[config.mk]
export PLATFORM = sky130hd
export DESIGN_NAME = serial_word_rx
export DESIGN_NICKNAME = d
export VERILOG_FILES = /design/src/rtl/serial_word_rx.sv
export SDC_FILE = /design/constraint.sdc
export NUM_CORES = 1
export LEC_CHECK = 0
export ABC_AREA = 0
export CAP_MARGIN = 20
export CORE_AREA = 2 2 58 60
export DETAILED_ROUTE_END_ITERATION = 16
export DIE_AREA = 0 0 60 62
export MAX_ROUTING_LAYER = met4
export PLACE_DENSITY_LB_ADDON = 0.1
export SETUP_SLACK_MARGIN = 0.5
export SYNTH_ARGS = -nofsm -noshare
export SYNTH_HDL_FRONTEND = slang
export SYNTH_SLANG_ARGS = --single-unit
[constraint.sdc]
create_clock -name clk -period 3.32 [get_ports clk]
set_clock_uncertainty 0.2 [all_clocks]
set_input_delay 0.664 -clock clk [delete_from_list [all_inputs] [get_ports clk]]
set_output_delay 0.664 -clock clk [all_outputs]
set_load 0.01 [all_outputs]
[src/rtl/serial_word_rx.sv]
// Serial-to-parallel receiver: rebuilds MSB-first SIZE-bit words from a bit
// stream and hands them out through a 2-entry valid/ready buffer.
module serial_word_rx #(
  parameter int SIZE = 8
) (
  input  logic                  clk,
  input  logic                  rst,
  input  logic                  en,
  input  logic                  serIn,
  input  logic                  sync,
  output logic [SIZE-1:0]       dataOut,
  output logic                  valid,
  input  logic                  ready,
  output logic [$clog2(SIZE):0] bitCnt,
  output logic                  overrun,
  input  logic                  clrErr
);

  localparam int CW = $clog2(SIZE) + 1;

  typedef enum logic [1:0] {EMPTY, ONE, FULL} buf_state_t;

  buf_state_t      state, state_n;
  logic [SIZE-2:0] acc;  // the oldest assembled bit never reaches a word, so it is not stored
  logic [SIZE-1:0] word, head, tail, head_n, tail_n;
  logic            push, pop, drop;

  assign word    = {acc, serIn};
  assign push    = en && !sync && (bitCnt == CW'(SIZE - 1));
  assign valid   = (state != EMPTY);
  assign pop     = valid && ready;
  assign dataOut = valid ? head : '0;

  always_ff @(posedge clk or posedge rst) begin
    if (rst) begin
      acc    <= '0;
      bitCnt <= '0;
    end else if (en) begin
      acc <= word[SIZE-2:0];
      if (sync)
        bitCnt <= CW'(1);
      else if (push)
        bitCnt <= '0;
      else
        bitCnt <= bitCnt + CW'(1);
    end else if (sync) begin
      bitCnt <= '0;
    end
  end

  always_ff @(posedge clk or posedge rst) begin
    if (rst) begin
      state   <= EMPTY;
      head    <= '0;
      tail    <= '0;
      overrun <= 1'b0;
    end else begin
      state <= state_n;
      head  <= head_n;
      tail  <= tail_n;
      if (drop)
        overrun <= 1'b1;
      else if (clrErr)
        overrun <= 1'b0;
    end
  end

  always_comb begin
    state_n = state;
    head_n  = head;
    tail_n  = tail;
    drop    = 1'b0;
    case (state)
      EMPTY: begin
        if (push) begin
          head_n  = word;
          state_n = ONE;
        end
      end
      ONE: begin
        if (push && pop) begin
          head_n = word;
        end else if (push) begin
          tail_n  = word;
          state_n = FULL;
        end else if (pop) begin
          state_n = EMPTY;
        end
      end
      FULL: begin
        if (push && pop) begin
          head_n = tail;
          tail_n = word;
        end else if (pop) begin
          head_n  = tail;
          state_n = ONE;
        end else if (push) begin
          drop = 1'b1;
        end
      end
      default: state_n = EMPTY;
    endcase
  end

endmodule

==> results of run 1 <==
## layout by cell type (no fill, tap or decap), drive strengths merged
master and count:
clkinv 1, clkbuf 5, mux2i 1, nor3b 1, xor2 1, a221oi 8, ha 1, bufinv 1
nand2 6, a21o 1, xnor2 1, nor2 21, a22o 1, clkdlybuf4s50 20, nand3b 1, nor2b 3
nand4 1, o41ai 1, nand2b 3, a21boi 1, a21oi 5, or2 1, dfrtp 30, a211oi 7
clkinvlp 2, or3 1, a31oi 1, buf 2, nand4b 1, o31ai 1, o22ai 2, mux2 14
nor3 4, inv 11
## flip-flops by register name (all words and copies together), names as in the netlist
| name | flops |
|---|---|
| head | 8 |
| tail | 8 |
| acc | 7 |
| bitCnt | 4 |
| state | 2 |
| overrun | 1 |
## power groups by stage
stage	Sequential, mW	Clock, mW	Combinational (mW)
3_5_place_dp	0.433	0	0.0872
6_report	0.426	0.298	0.0865
3_3_place_gp	0.432	0	0.0854
5_1_grt	0.432	0.328	0.0978
2_1_floorplan	0.424	0	0.0564
4_1_cts	0.426	0.307	0.0884
## critical path, delay by kind of cell (launching register included)
family / cells / cell delay, ns
buffers and inverters: 2 / 0.72
DFF: 1 / 0.63
and+or+nand+nor: 1 / 0.10
## worst max path at each step
| stage | end | cells past startpoint |
|---|---|---|
| floorplan | tail[0]$_DFFE_PP0P_ | 4 |
| finish | valid | 3 |
| CTS | valid | 3 |
| global route | valid | 3 |
| detailed placement | tail[0]$_DFFE_PP0P_ | 5 |
| global placement | tail[0]$_DFFE_PP0P_ | 5 |
## logic make-up after synthesis
logic type / Yosys count / share of synthesized area (%)
multiplexers: 15 / 11.2
AND/OR/NAND/NOR: 43 / 16.1
AO/OA/AOI/OAI: 28 / 15.2
buffers and inverters: 18 / 5.28
XOR/XNOR: 2 / 1.17
flip-flops: 30 / 50.3
adder cells (fa/ha/maj): 1 / 0.837
## layout make-up
| type | instances | area (µm²) |
|---|---|---|
| clock buffer | 5 | 37.5 |
| fill | 289 | 1360 |
| sequential | 30 | 751 |
| multi-input combinational | 89 | 664 |
| inverter | 12 | 45.0 |
| clock inverter | 3 | 45.0 |
| tap | 46 | 57.6 |
| timing repair buffer | 22 | 215 |
## synthesized netlist by cell type, drive strengths merged (2+ instances only)
library cell  count
a21oi             5
inv              11
a221oi            8
o22ai             2
mux2             14
nand2             6
nor2b             3
nand2b            3
nor3              4
dfrtp            30
nor2             21
a211oi            7
buf               6
## per-layer routing
| metal | routed length (µm) | global-route usage [%] | up-vias |
|---|---|---|---|
| li1 | - | - | 533 |
| met1 | 1340 | 22.8 | 522 |
| met2 | 1320 | 28.3 | 27 |
| met3 | 117 | 6.42 | 7 |
| met4 | 59 | 8.25 | 0 |
| met5 | 0 | - | - |
## per-stage QoR
step	std cells	cell area [µm²]
4_1_cts	207	1820
3_5_place_dp	199	1730
3_3_place_gp	199	1730
5_1_grt	207	1820
2_1_floorplan	137	1490
6_report	207	1820
==> metrics.txt, run 1 <==
root buf cell=sky130_fd_sc_hd__clkbuf_4; total core area=3180 µm²; Leakage Power=0.845 nW; pin count of the biggest net entering global routing=31; Synth Net Count=145; start point of the critical path=state[0]$_DFFE_PP0P_; proportion of power drawn by combinational gates=10.7%; yosys synthesis warning count=0; Worst Slack Setup Final=0.662 ns; setup slack after placement=0.652 ns; Yosys top cell by area=sky130_fd_sc_hd__dfrtp_1; Reg2Reg Launch Point=bitCnt[0]$_DFFE_PP0P_; number of register bits inferred by synthesis=30; peak per-stage delay on the critical path=0.63 ns; number of nets in the final layout=168; vias after detailed routing=1089; global placement routability congestion=0.848; overall global routing resource usage=18.7%; fraction of final layout cells sized beyond drive strength 1=19.9%; fraction of registers with async set/reset=100%; first-pass GRT wire length=4900 µm; count of routing violations after the opening detailed-route iteration=22; x dimension of the die=60 µm; count of final hold-check violations=0; insertion delay of the later-clocked pin in the worst-skew pair=0.35 ns; category of the worst setup path launch point=flip-flop; final WL=2840 µm; highest achievable clock rate=0.376 GHz; sum of internal, switching and leakage power=810 µW; Rows=21; Crit path arrival time=1.79 ns; count of mapped cells out of synthesis=137; area grow syn2layout=21.5%; Flop pwr share=52.6%; number of buffers on the longest clock path=2; slew of the pin with the lowest slew margin=0.552 ns; result of the run=complete, no violations; Maximum Capacitance Violations=0; antenna viol nets, final=0; ratio of total power to cell area=446 nW/µm²; drc violations=0; vias in the first global route=1057; max-slew violation total from the final report=0; final core utilization=57.1%; TritonCTS clock tree=yes; source of the worst hold timing path=tail[3]$_DFFE_PP0P_; CTS H-Tree Depth=2; hold slack final=0.320 ns; starting utilization of the core area=47.0%; Hold Crit Class=flip-flop to flip-flop; # port buffers=20; total internal power=601 µW; # clock sinks=30; critical path, cell by cell=nor2_8 -> inv_2 -> clkdlybuf4s50_1; total of cells resized after clock tree synthesis=0; Crit path required time=2.46 ns; Mapped Area=1490 µm²; endpoint of the worst register-to-register path=tail[5]$_DFFE_PP0P_; number of enable flip-flop cells after synthesis=0; number of buffers inserted during clock tree synthesis=5; sw power=210 µW; number of setup violations in the final report=0; part of the cycle the worst path needs=80.1%; Critical Path Slowest Stage Cell=sky130_fd_sc_hd__dfrtp_1; ratio of routed vias to standard cells=5.26; HPWL after detailed placement=2060 µm; fraction of power spent switching nets=25.9%; DR WL/cell=13.7 µm; type of the setup path with the least slack=flip-flop to output port; final critical-path required period=2.66 ns; proportion of netlist area held by the largest area contributor=50.3%; fraction of power consumed by the clock network=36.8%; number of library cell types mapped by synthesis=37; summed negative setup slack over all endpoints=0 ns; part of the Yosys area used for sequential elements=50.3%; Min-Delay Path Depth=1; slew margin rel.=63.1%; main area contributors after synthesis=sky130_fd_sc_hd__dfrtp_1, sky130_fd_sc_hd__mux2_2, sky130_fd_sc_hd__nor2_1; hold-critical path endpoint=tail[3]$_DFFE_PP0P_; Post-CTS Setup Bufs=0; number of antenna violations at the first check in global routing=0; I/O Pins=21; drt pass-1 iters=4; Reg2Reg Depth=5; worst-path maximum fanout=11; number of hold buffers added after CTS=0; capturing element type of the critical path=output port; worst vdd ir=253 µV; Die Footprint=3720 µm²; total global routing overflow=0; mean post-synth cell area=10.9 µm²; Die Span Y=62 µm; Diodes inserted=0; setup slack of the most critical reg-to-reg path=1.26 ns; clock input transition at the sequential cells of the worst setup and hold paths=0.11 ns; setup repair after global routing missed its margin=false; most used flip-flop cell after synthesis=sky130_fd_sc_hd__dfrtp_1
No activity file was read; power rests on OpenSTA's default activity.
==> run 2: changes to the inputs <==
==> constraint.sdc (replaced) <==
create_clock -name clk -period 2.62 [get_ports clk]
set_clock_uncertainty 0.2 [all_clocks]
set_input_delay 0.524 -clock clk [delete_from_list [all_inputs] [get_ports clk]]
set_output_delay 0.524 -clock clk [all_outputs]
set_load 0.01 [all_outputs]
==> metrics.txt, run 2 (synthesis gave the netlist of run 1 again) <==
critical path, cell by cell=clkdlybuf4s50_1 -> nand3b_1 -> a21oi_4 -> mux2_2; Maximum Capacitance Violations=0 (unchanged); hold-critical path endpoint=bitCnt[3]$_DFFE_PP0P_; Hold Crit Class=primary input to flip-flop; Critical Path Slowest Stage Cell=sky130_fd_sc_hd__clkdlybuf4s50_1; count of final hold-check violations=0 (unchanged); TritonCTS clock tree=yes; number of nets in the final layout=182 (+8.3%); leading registers by flop count=head: 8 flops, tail: 8 flops, acc: 7 flops; number of antenna violations at the first check in global routing=0 (unchanged); number of buffers inserted during clock tree synthesis=5 (unchanged); source of the worst hold timing path=sync; overall global routing resource usage=19.4% (+0.69 points); global placement routability congestion=0.891 (+5.0%); # port buffers=20 (unchanged); ratio of routed vias to standard cells=5.04 (-4.2%); Reg2Reg Launch Point=bitCnt[0]$_DFFE_PP0P_; Die Footprint=3720 µm² (unchanged); final core utilization=62.1% (+5.0 points); Die Span Y=62 µm (unchanged); endpoint of the worst register-to-register path=tail[4]$_DFFE_PP0P_; ratio of total power to cell area=577 nW/µm² (+29%); number of setup violations in the final report=0 (unchanged); first-pass GRT wire length=5090 µm (+3.8%); fraction of final layout cells sized beyond drive strength 1=29.7% (+9.8 points); Min-Delay Path Depth=2 (+1); Crit path required time=2.64 ns (+0.18 ns); part of the cycle the worst path needs=78.2%; drc violations=0 (unchanged); antenna viol nets, final=0 (unchanged); starting utilization of the core area=47.0% (unchanged); number of hold buffers added after CTS=0 (unchanged); result of the run=complete, no violations; start point of the critical path=ready; highest achievable clock rate=0.488 GHz; category of the worst setup path launch point=primary input; count of routing violations after the opening detailed-route iteration=24 (+9.1%); total global routing overflow=0 (unchanged); root buf cell=sky130_fd_sc_hd__clkbuf_4; I/O Pins=21 (unchanged); CTS H-Tree Depth=2 (unchanged); Rows=21 (unchanged); worst-path maximum fanout=9 (-2); Leakage Power=1.06 nW (+25%); peak per-stage delay on the critical path=0.66 ns (+0.03 ns); x dimension of the die=60 µm (unchanged); setup slack of the most critical reg-to-reg path=0.63 ns (-0.63 ns); slew of the pin with the lowest slew margin=0.379 ns (-0.173 ns); pin count of the biggest net entering global routing=31 (unchanged); final critical-path required period=2.05 ns; number of buffers on the longest clock path=2 (unchanged); summed negative setup slack over all endpoints=0 ns (unchanged); drt pass-1 iters=4 (unchanged); # clock sinks=30 (unchanged); area grow syn2layout=32.2%; type of the setup path with the least slack=primary input to flip-flop; setup repair after global routing missed its margin=false; DR WL/cell=13.4 µm (-2.2%); total core area=3180 µm² (unchanged); vias after detailed routing=1114 (+2.3%); insertion delay of the later-clocked pin in the worst-skew pair=0.33 ns (-0.02 ns); Diodes inserted=0 (unchanged); HPWL after detailed placement=2090 µm (+1.6%); Reg2Reg Depth=5 (unchanged); max-slew violation total from the final report=0 (unchanged); worst vdd ir=361 µV (+43%); capturing element type of the critical path=flip-flop; Crit path arrival time=2.07 ns (+0.28 ns); highest-count cells in the layout ignoring fill and taps=sky130_fd_sc_hd__dfrtp_1, sky130_fd_sc_hd__nor2_1, sky130_fd_sc_hd__buf_4; vias in the first global route=1087 (+2.8%); final WL=2960 µm (+4.4%); slew margin rel.=74.7% (+12 points); most common cell after layout, fill and taps aside=sky130_fd_sc_hd__dfrtp_1; clock input transition at the sequential cells of the worst setup and hold paths=0.10 ns (about the same)
==> run 2: report_power, final <==
group	internal, mW	switching, mW	total (mW)	leakage (nW)
clock network	0.323	0.164	0.487	0.0585
registers	0.502	0.0388	0.541	0.353
logic	0.0602	0.0511	0.111	0.646
total	0.886	0.254	1.14	1.06
==> run 2: worst max-delay path, delay by kind of cell <==
kind | cells | cell delay (ns)
simple gates | 1 | 0.22
buf+inv | 1 | 0.66
mux | 1 | 0.36
compound gates | 1 | 0.30
==> run 2: area by class of cell <==
type / count / area, µm²
multi-input cells: 90 / 683
repair buffers: 35 / 322
inverters: 12 / 45.0
clock buffers: 6 / 51.3
well taps: 46 / 57.6
flip-flops and latches: 30 / 756
fillers: 274 / 1200
clock inverters: 2 / 60.1
==> run 2: worst max-delay path by stage <==
stage / to / slack, ns
2_1_floorplan: tail[0]$_DFFE_PP0P_ / 0.70
3_3_place_gp: tail[0]$_DFFE_PP0P_ / 0.17
5_1_grt: dataOut[3] / 0.53
6_report: tail[4]$_DFFE_PP0P_ / 0.57
4_1_cts: dataOut[1] / 0.40
3_5_place_dp: tail[3]$_DFFE_PP0P_ / 0.1
==> run 2: per-layer routing <==
layer / routed length, µm / up-vias / global-route usage, % / part of all wire [%]
met2: 1390 / 25 / 29.7 / 47
met3: 129 / 5 / 5.59 / 4.4
met1: 1400 / 525 / 24.5 / 47
met4: 48 / 0 / 7.62 / 1.6
met5: 0 / - / - / 0
li1: - / 559 / - / -
==> run 2: per-stage QoR <==
stage	hold WS, ns	area, µm²	power (mW)	instances	setup WS [ns]
detailed placement	0.309	1750	0.662	201	0.0997
floorplan	0.281	1490	0.609	137	0.704
global route	0.289	1970	1.19	221	0.526
CTS	0.334	1910	1.15	216	0.398
finish	0.254	1970	1.14	221	0.570
global placement	0.301	1750	0.657	201	0.165
==> run 2: timing repair <==
action / in CTS / in global routing
gates resized for setup: 7 / 11
setup buffers: 6 / 5
gates cloned: 1 / 0
endpoints found under the setup margin: 17 / 20
pin swaps: 3 / 0
